`config.mk`:
```
export PLATFORM = sky130hd
export DESIGN_NAME = input_conditioner_flat
export DESIGN_NICKNAME = d
export VERILOG_FILES = /design/src/rtl/input_conditioner_if.sv /design/src/rtl/input_conditioner.sv /design/src/flat_wrapper.sv
export SDC_FILE = /design/constraint.sdc
export NUM_CORES = 1
export LEC_CHECK = 0
export CELL_PAD_IN_SITES_DETAIL_PLACEMENT = 2
export CELL_PAD_IN_SITES_GLOBAL_PLACEMENT = 2
export CORE_MARGIN = 1.5
export CORE_UTILIZATION = 41
export DETAILED_ROUTE_END_ITERATION = 10
export PLACE_DENSITY_LB_ADDON = 0.1
export SLEW_MARGIN = 15
export SYNTH_ARGS = -nofsm -noshare
export SYNTH_HDL_FRONTEND = slang
export SYNTH_HIERARCHICAL = 1
export SYNTH_SLANG_ARGS = --single-unit
```
`constraint.sdc`:
```
create_clock -name clk -period 2.6 [get_ports clk]
set_input_delay 0.52 -clock clk [delete_from_list [all_inputs] [get_ports clk]]
set_output_delay 0.52 -clock clk [all_outputs]
set_load 0.005 [all_outputs]
```
`src/rtl/input_conditioner_if.sv`:
```
// Switch/button bundle between the board pins, the conditioner and the pattern logic.
// master drives the raw pins and reads the conditioned levels/events; slave is the conditioner.
interface input_conditioner_if;
  logic [3:0] DIP;
  logic [3:0] PB;
  logic [3:0] dip_clean;
  logic [3:0] pb_clean;
  logic [3:0] pb_press;
  logic [3:0] pb_release;
  logic       dip_changed;
  logic       ready;

  modport master (
    output DIP, PB,
    input  dip_clean, pb_clean, pb_press, pb_release, dip_changed, ready
  );

  modport slave (
    input  DIP, PB,
    output dip_clean, pb_clean, pb_press, pb_release, dip_changed, ready
  );
endinterface

```
`src/rtl/input_conditioner.sv`:
```
// Switch front end: 2-flop sync and per-bit debounce for DIP[3:0]/PB[3:0],
// registered press/release/change pulses and a sticky startup ready flag.
module input_conditioner #(
  parameter int DEBOUNCE_CYCLES = 270000,
  parameter int PB_ACTIVE_LOW   = 1,
  parameter int CW              = $clog2(DEBOUNCE_CYCLES + 1)
) (
  input  logic               clk,
  input  logic               rst,
  input_conditioner_if.slave io
);
  localparam int NUM_LANES = 8;
  localparam int RW        = $clog2(DEBOUNCE_CYCLES + 2);

  logic [NUM_LANES-1:0] raw;
  logic [NUM_LANES-1:0] clean;
  logic [NUM_LANES-1:0] accept;
  logic [3:0]           press_q;
  logic [3:0]           release_q;
  logic                 dip_chg_q;
  logic                 ready_q;
  logic [RW-1:0]        rdy_cnt;

  // lanes 3:0 carry DIP, lanes 7:4 carry PB (optionally inverted so 1 = pressed)
  assign raw = {io.PB, io.DIP};

  for (genvar g = 0; g < NUM_LANES; g++) begin : g_lane
    input_conditioner_lane #(
      .DEBOUNCE_CYCLES (DEBOUNCE_CYCLES),
      .CW              (CW),
      .INV             ((g >= 4) && (PB_ACTIVE_LOW != 0))
    ) u_lane (
      .clk    (clk),
      .rst    (rst),
      .raw    (raw[g]),
      .clean  (clean[g]),
      .accept (accept[g])
    );
  end

  // on acceptance the new level is the inverse of the current clean level
  always_ff @(posedge clk or negedge rst) begin
    if (!rst) begin
      press_q   <= '0;
      release_q <= '0;
      dip_chg_q <= 1'b0;
    end else begin
      press_q   <= accept[7:4] & ~clean[7:4];
      release_q <= accept[7:4] &  clean[7:4];
      dip_chg_q <= |accept[3:0];
    end
  end

  // counts edges since reset release; ready rises on edge DEBOUNCE_CYCLES+2 and sticks
  always_ff @(posedge clk or negedge rst) begin
    if (!rst) begin
      rdy_cnt <= '0;
      ready_q <= 1'b0;
    end else if (!ready_q) begin
      if (rdy_cnt == RW'(DEBOUNCE_CYCLES + 1)) ready_q <= 1'b1;
      else                                     rdy_cnt <= rdy_cnt + 1'b1;
    end
  end

  assign io.dip_clean   = clean[3:0];
  assign io.pb_clean    = clean[7:4];
  assign io.pb_press    = press_q;
  assign io.pb_release  = release_q;
  assign io.dip_changed = dip_chg_q;
  assign io.ready       = ready_q;
endmodule

// One conditioned bit: sync chain holding the raw inactive level in reset, then a
// counter that must see DEBOUNCE_CYCLES consecutive differing samples before accepting.
module input_conditioner_lane #(
  parameter int DEBOUNCE_CYCLES = 270000,
  parameter int CW              = $clog2(DEBOUNCE_CYCLES + 1),
  parameter bit INV             = 1'b0
) (
  input  logic clk,
  input  logic rst,
  input  logic raw,
  output logic clean,
  output logic accept
);
  logic          s1, s2;
  logic          lvl;
  logic [CW-1:0] cnt;

  assign lvl    = s2 ^ INV;
  assign accept = (lvl != clean) && (cnt == CW'(DEBOUNCE_CYCLES - 1));

  always_ff @(posedge clk or negedge rst) begin
    if (!rst) begin
      s1 <= INV;
      s2 <= INV;
    end else begin
      s1 <= raw;
      s2 <= s1;
    end
  end

  always_ff @(posedge clk or negedge rst) begin
    if (!rst) begin
      cnt   <= '0;
      clean <= 1'b0;
    end else if (lvl == clean) begin
      cnt <= '0;
    end else if (accept) begin
      clean <= lvl;
      cnt   <= '0;
    end else begin
      cnt <= cnt + 1'b1;
    end
  end
endmodule

```
`src/flat_wrapper.sv`:
```
// flat-port wrapper written by rule: the top's interface ports become plain ports
module input_conditioner_flat 
#(
  parameter int DEBOUNCE_CYCLES = 270000,
  parameter int PB_ACTIVE_LOW   = 1,
  parameter int CW              = $clog2(DEBOUNCE_CYCLES + 1)
)
  (clk, rst, io_DIP, io_PB, io_dip_clean, io_pb_clean, io_pb_press, io_pb_release, io_dip_changed, io_ready);
  input_conditioner_if io_i ();
  input  logic clk;
  input  logic rst;
  input wire logic [$bits(io_i.DIP)-1:0] io_DIP;
  input wire logic [$bits(io_i.PB)-1:0] io_PB;
  output wire logic [$bits(io_i.dip_clean)-1:0] io_dip_clean;
  output wire logic [$bits(io_i.pb_clean)-1:0] io_pb_clean;
  output wire logic [$bits(io_i.pb_press)-1:0] io_pb_press;
  output wire logic [$bits(io_i.pb_release)-1:0] io_pb_release;
  output wire logic [$bits(io_i.dip_changed)-1:0] io_dip_changed;
  output wire logic [$bits(io_i.ready)-1:0] io_ready;
  assign io_i.DIP = io_DIP;
  assign io_i.PB = io_PB;
  assign io_dip_clean = io_i.dip_clean;
  assign io_pb_clean = io_i.pb_clean;
  assign io_pb_press = io_i.pb_press;
  assign io_pb_release = io_i.pb_release;
  assign io_dip_changed = io_i.dip_changed;
  assign io_ready = io_i.ready;
  input_conditioner #(.DEBOUNCE_CYCLES(DEBOUNCE_CYCLES), .PB_ACTIVE_LOW(PB_ACTIVE_LOW), .CW(CW)) u_core (.clk(clk), .rst(rst), .io(io_i));
endmodule
```
-- Word level (Yosys, flattened, before mapping)
Cells that the tools add are included.
- register bits after elaboration: 205
- bits of input ports: 10
- output and inout port bits: 18
- word-level logic and storage cells: 124
- add/sub/neg operators: 9
- eq/ne operators: 25
- muxes and demuxes: 18
- bitwise logic cells: 17
- reductions and logical operators: 18
- operator list (cell ; count):
    2-to-1 mux 19 bit ; 16
    adder 19 x 1 -> 19 bit, second input constant ; 9
    == test 19 bit, second input constant ; 9
    AND reduction 2 bit ; 9
    inverter 1 bit ; 14
    AND 4 bit ; 2
    == test 1 bit ; 8
    logical AND 1 bit ; 8
    != test 1 bit ; 8
    inverter 4 bit ; 1
    OR reduction 4 bit ; 1
    2-to-1 mux 1 bit ; 2

-- Logic depth before layout (Yosys ltp)
- depth in word-level cells: 5
- mapped depth: 7
- mapped depth without buffers: 6

-- By module
Netlist, hierarchy kept.
- by module, submodules not included (module ; instances ; cells each ; area an instance (um^2) ; seq. area each (um^2)):
    input_conditioner_lane (u_core.g_lane[0].u_lane ...) ; 4 ; 105 ; 1093.5 ; 550.5
    input_conditioner_lane (u_core.g_lane[4].u_lane ...) ; 4 ; 106 ; 1069.8 ; 553.0
    input_conditioner ; 1 ; 101 ; 1263.7 ; 725.7

-- Worst setup path after synthesis
OpenSTA, ideal clock, no wires.
- kind: register to register
- start point: register u_core.g_lane[0].u_lane.cnt[4]
- end point: register u_core.g_lane[0].u_lane.clean
- setup time: 0.125 ns
- arrival time: 1.667 ns
- required time: 2.475 ns
- slack: 0.809 ns
- stages on the path, launching flop included: 4
- path buffers: 0
- period minus slack after synthesis: 1.791 ns
- path through: dfrtp_1 -> or4b_4 -> nor4_1 -> mux2_2
- cells in the longest elaborated chain, start to end: 3
- ends and longest elaborated chain (element ; line ; source):
    start: declaration ; input_conditioner.sv:88 ; logic [CW-1:0] cnt;
    start signal: assignment ; input_conditioner.sv:113 ; cnt <= cnt + 1'b1;
    == test 19 bit ; input_conditioner.sv:91 ; assign accept = (lvl != clean) && (cnt == CW'(DEBOUNCE_CYCLES - 1));
    logical AND 1 bit ; input_conditioner.sv:91 ;
    AND reduction 2 bit (no source line) ; -- ;
    end signal: assignment ; input_conditioner.sv:110 ; clean <= lvl;
    end: declaration ; input_conditioner.sv:83 ; output logic clean,
Every way passes these cells.
A chain may end at the register's enable or synchronous reset.

-- Worst setup path in the final report
- start point: register u_core.g_lane[2].u_lane.cnt[0]
- end point: register u_core.dip_chg_q, in the netlist u_core/io.dip_changed
- cells in the longest elaborated chain, start to end: 3
- ends and longest elaborated chain (element ; line ; source):
    start: declaration ; input_conditioner.sv:88 ;
    start signal: assignment ; input_conditioner.sv:113 ;
    == test 19 bit ; input_conditioner.sv:91 ;
    logical AND 1 bit ; input_conditioner.sv:91 ;
    named net u_core.accept[2] ; input_conditioner.sv:17 ; logic [NUM_LANES-1:0] accept;
    OR reduction 4 bit ; input_conditioner.sv:50 ; dip_chg_q <= |accept[3:0];
    end signal: assignment ; input_conditioner.sv:50 ;
    end: declaration ; input_conditioner.sv:20 ; logic dip_chg_q;
The timed path passes the listed nets, and every way through them passes these cells.

==> results.py <==
metrics = {
    "cts": {
        "root_buffer": "clkbuf_16",
        "cts_sinks": 205,
        "cts.clk_slew.worst_paths_ns": 0.06,
        "hold_buffers": 1,
        "cts_buffer_depth": 3,
        "cts_inserted_buffers": 24,
        "cts_htree_levels": 1,
        "cts_setup_buffers": 0,
        "cts_tree": "built",
        "ctsResizeCount": 0,
        "clock_latency_ns": 0.51,
    },
    "die": {
        "fp.dieH_um": 159,
        "fp.dieW_um": 159,
        "die_area_um2": 25100,
        "core_um2": 23600,
        "io_pins": 28,
        "initial_utilization": 0.420,
        "row_count": 56,
    },
    "worst_hold_path": {
        "hp-class": "register to register",
    },
    "route": {
        "drc_errors": 0,
        "firstDrtPassIters": 4,
        "wl_met3_um": 619,
        "route.antenna.remaining_nets": 0,
        "route.met2.wl_um": 12900,
        "vias_per_cell": 5.50,
        "top_layer": "met4",
        "drt_iter0_drc": 297,
        "vias": 7295,
        "wire_per_inst_um": 18.3,
        "wl_met1_um": 10400,
        "wl_um": 24300,
    },
    "final_layout": {
        "drive_gt1_frac": 0.106,
        "fillCellCount": 2414,
        "ff_latch_area_um2": 5140,
        "multiInputGateArea_um2": 4560,
        "final_nets": 1010,
        "synthToLayoutAreaGrowth_pct": 14.9,
    },
    "timing": {
        "fin_tns_setup_ns": 0,
        "fin_skew_ns": 0.00868,
        "slew_viol_final": 0,
        "tightest_slew_ns": 0.555,
        "setup_viol_count_final": 0,
        "max_freq_mhz": 471,
        "hold_viol_final": 0,
        "maxSlewHeadroom": 0.627,
        "fin_crit_sh": 0.817,
        "rsz0062_at_grt": "no",
        "period_minus_slack_ns": 2.12,
    },
    "global_routing": {
        "overflow": 0,
        "grt_pass1_wl_um": 42100,
        "grt_use_total": 0.207,
        "antenna_found_initial": 1,
        "grt_pass1_vias": 8249,
        "grt_max_degree": 61,
    },
    "synthesis": {
        "syn_area_um2": 9920,
        "synth_top_family_by_area": "simple AND/OR/NAND/NOR gates",
        "synth_fp_nets": 965,
        "yosysSeqAreaShare": 0.518,
        "synth-seq-cells": 205,
        "post_synth_xor_area_fraction": 0.133,
        "synth-warning-count": 6,
        "synth_compound_area_frac": 0.0303,
        "synth_fa_ha_area_frac": 0.0126,
        "postSynthCellCount": 945,
        "synth_cell_types": 44,
        "synth_simple_gate_area_frac": 0.266,
        "yosys-mux-area-fraction": 0.0177,
        "synth_area_per_cell_um2": 10.5,
    },
    "worst_setup_path": {
        "critical_path.top_delay_family": "simple AND/OR/NAND/NOR gates",
        "endpoint_kind": "register",
        "path_class": "register to register",
        "cp_slowest_cell": "or3_2",
        "cp_max_fo": 8,
        "crit_required_ns": 3.05,
        "path_buf_inv": 0,
        "path_cells": "ha_1 > nand3_1 > or3_2 > nor3_1 > or4_1",
        "worstSetupStartpointType": "register",
        "worst_path_largest_cell_delay_ns": 0.57,
        "cp.arrival_ns": 2.57,
        "r2r_slack_ns": 0.48,
    },
    "pwr": {
        "power.leakage_uw": 0.00458,
        "power_uw": 6870,
        "p_per_area_nw_per_um2": 603,
        "max-vdd-ir-drop_mv": 0.506,
    },
    "placed_design": {
        "dp_hpwl_um": 17200,
        "portBuffers": 27,
        "gp_congestion": 0.786,
    },
    "flow_run": {
        "drv_cap": 0,
    },
    "run_status": {
        "status": "finished, final reports clean",
    },
}
## cells in the mapped netlist (all sizes together)
cell | number | area, um^2
dfrtp | 197 | 4930
nor2 | 164 | 636
xnor2 | 94 | 823
nand3 | 69 | 345
nand4 | 60 | 407
xor2 | 55 | 497
nor4 | 46 | 294
nand2 | 37 | 139
nor3 | 29 | 145
inv | 21 | 78.8
and4 | 17 | 154
buf | 17 | 126
or3 | 17 | 133
a21oi | 16 | 95.1
o21ai | 14 | 85.1
and3 | 13 | 81.3
mux2i | 13 | 130
nor4b | 13 | 114
ha | 10 | 125
and2 | 9 | 56.3
dfstp | 8 | 210
clkbuf | 4 | 15.0
mux2 | 4 | 45.0
nor2b | 4 | 25.0
o41ai | 4 | 110
or4b | 4 | 55.1
nand4b | 2 | 23.8
or4 | 2 | 18.8
nor4bb | 1 | 10.0
o21ba | 1 | 10.0
## per-stage QoR
step	setup WS (ns)	hold WS, ns	util	std cells	cell area (um^2)
final	0.476	0.349	0.483	1327	11400
after global routing	0.318	0.362	0.482	1326	11400
after CTS	0.467	0.353	0.482	1326	11400
after detailed placement	0.491	0.341	0.448	1282	10600
after global placement	0.529	0.332	0.448	1282	10600
after floorplan	0.809	0.224	-	945	9920
## final timing paths
path                       cells after the start                                     start                                   endpoint
hold / removal                                 0      u_core/g_lane[3].u_lane/s1$_DFF_PN0_      u_core/g_lane[3].u_lane/lvl$_DFF_PN0_
setup reg to reg                               5  u_core/g_lane[2].u_lane/cnt[0]$_DFF_PN0_            u_core/io.dip_changed$_DFF_PN0_
hold reg to reg                                0      u_core/g_lane[3].u_lane/s1$_DFF_PN0_      u_core/g_lane[3].u_lane/lvl$_DFF_PN0_
max in group asynchronous                      3                                       rst       u_core/g_lane[7].u_lane/s1$_DFF_PN1_
min in group asynchronous                      2                                       rst  u_core/g_lane[3].u_lane/clean$_DFFE_PN0P_
setup / recovery                               5  u_core/g_lane[2].u_lane/cnt[0]$_DFF_PN0_            u_core/io.dip_changed$_DFF_PN0_
## flip-flops by register name, indices dropped and copies added (netlist names)
register and count:
u_core/io.pb_press 4, u_core/g_lane.u_lane/s1 8, u_core/g_lane.u_lane/lvl 4, u_core/g_lane.u_lane/clean 8, u_core/io.pb_release 4, u_core/g_lane.u_lane/s2 4, u_core/io.dip_changed 1, u_core/io.ready 1
u_core/rdy_cnt 19, u_core/g_lane.u_lane/cnt 152
## per-layer routing
layer	vias to the layer above	GRT usage
li1	3426	-
met1	3758	0.254
met3	32	0.0299
met5	-	0
met4	0	0.0454
met2	79	0.384
## cells in the final DEF (no fill, tap or decap), types with 5 or more instances in the layout
master	n
nand4_2	5
and4_1	13
nor3_1	29
xnor2_1	94
or3_1	8
mux2i_1	13
clkdlybuf4s50_1	26
nand2_1	37
clkbuf_1	5
nor4_1	45
buf_4	9
dfrtp_1	197
nand3_1	69
or3_2	5
o21ai_0	10
ha_1	10
clkbuf_8	9
and3_1	13
a21oi_1	12
and2_1	9
xor2_1	53
nor2_1	160
inv_1	21
nand4_1	55
dfstp_2	8
nor4b_1	13
clkbuf_16	25
## cells by family after synthesis
| kind of cell | Yosys count |
|---|---|
| AOI/OAI and AO/OA | 35 |
| xor gates and xnor gates | 149 |
| adders and majority gates | 10 |
| buffers and inverters | 42 |
| DFF | 205 |
| muxes | 17 |
| and+or+nand+nor | 487 |
## cell type report
cell class | instances | area share
clock buffers | 38 | 0.0662
well taps | 319 | 0.0350
inverters | 21 | 0.00692
clock inverters | 5 | 0.00439
repair buffers | 40 | 0.0361
multi-input cells | 698 | 0.400
flip-flops and latches | 205 | 0.451
diodes | 1 | 0.000220
## power by group
group | total [uW] | switching, uW | internal, uW | leakage [uW]
sequential | 3290 | 46.5 | 3240 | 0.00278
combinational | 217 | 144 | 73.0 | 0.00139
clock | 3370 | 1290 | 2080 | 0.000401
total | 6870 | 1480 | 5390 | 0.00458
(Power assumes the default switching activity.)
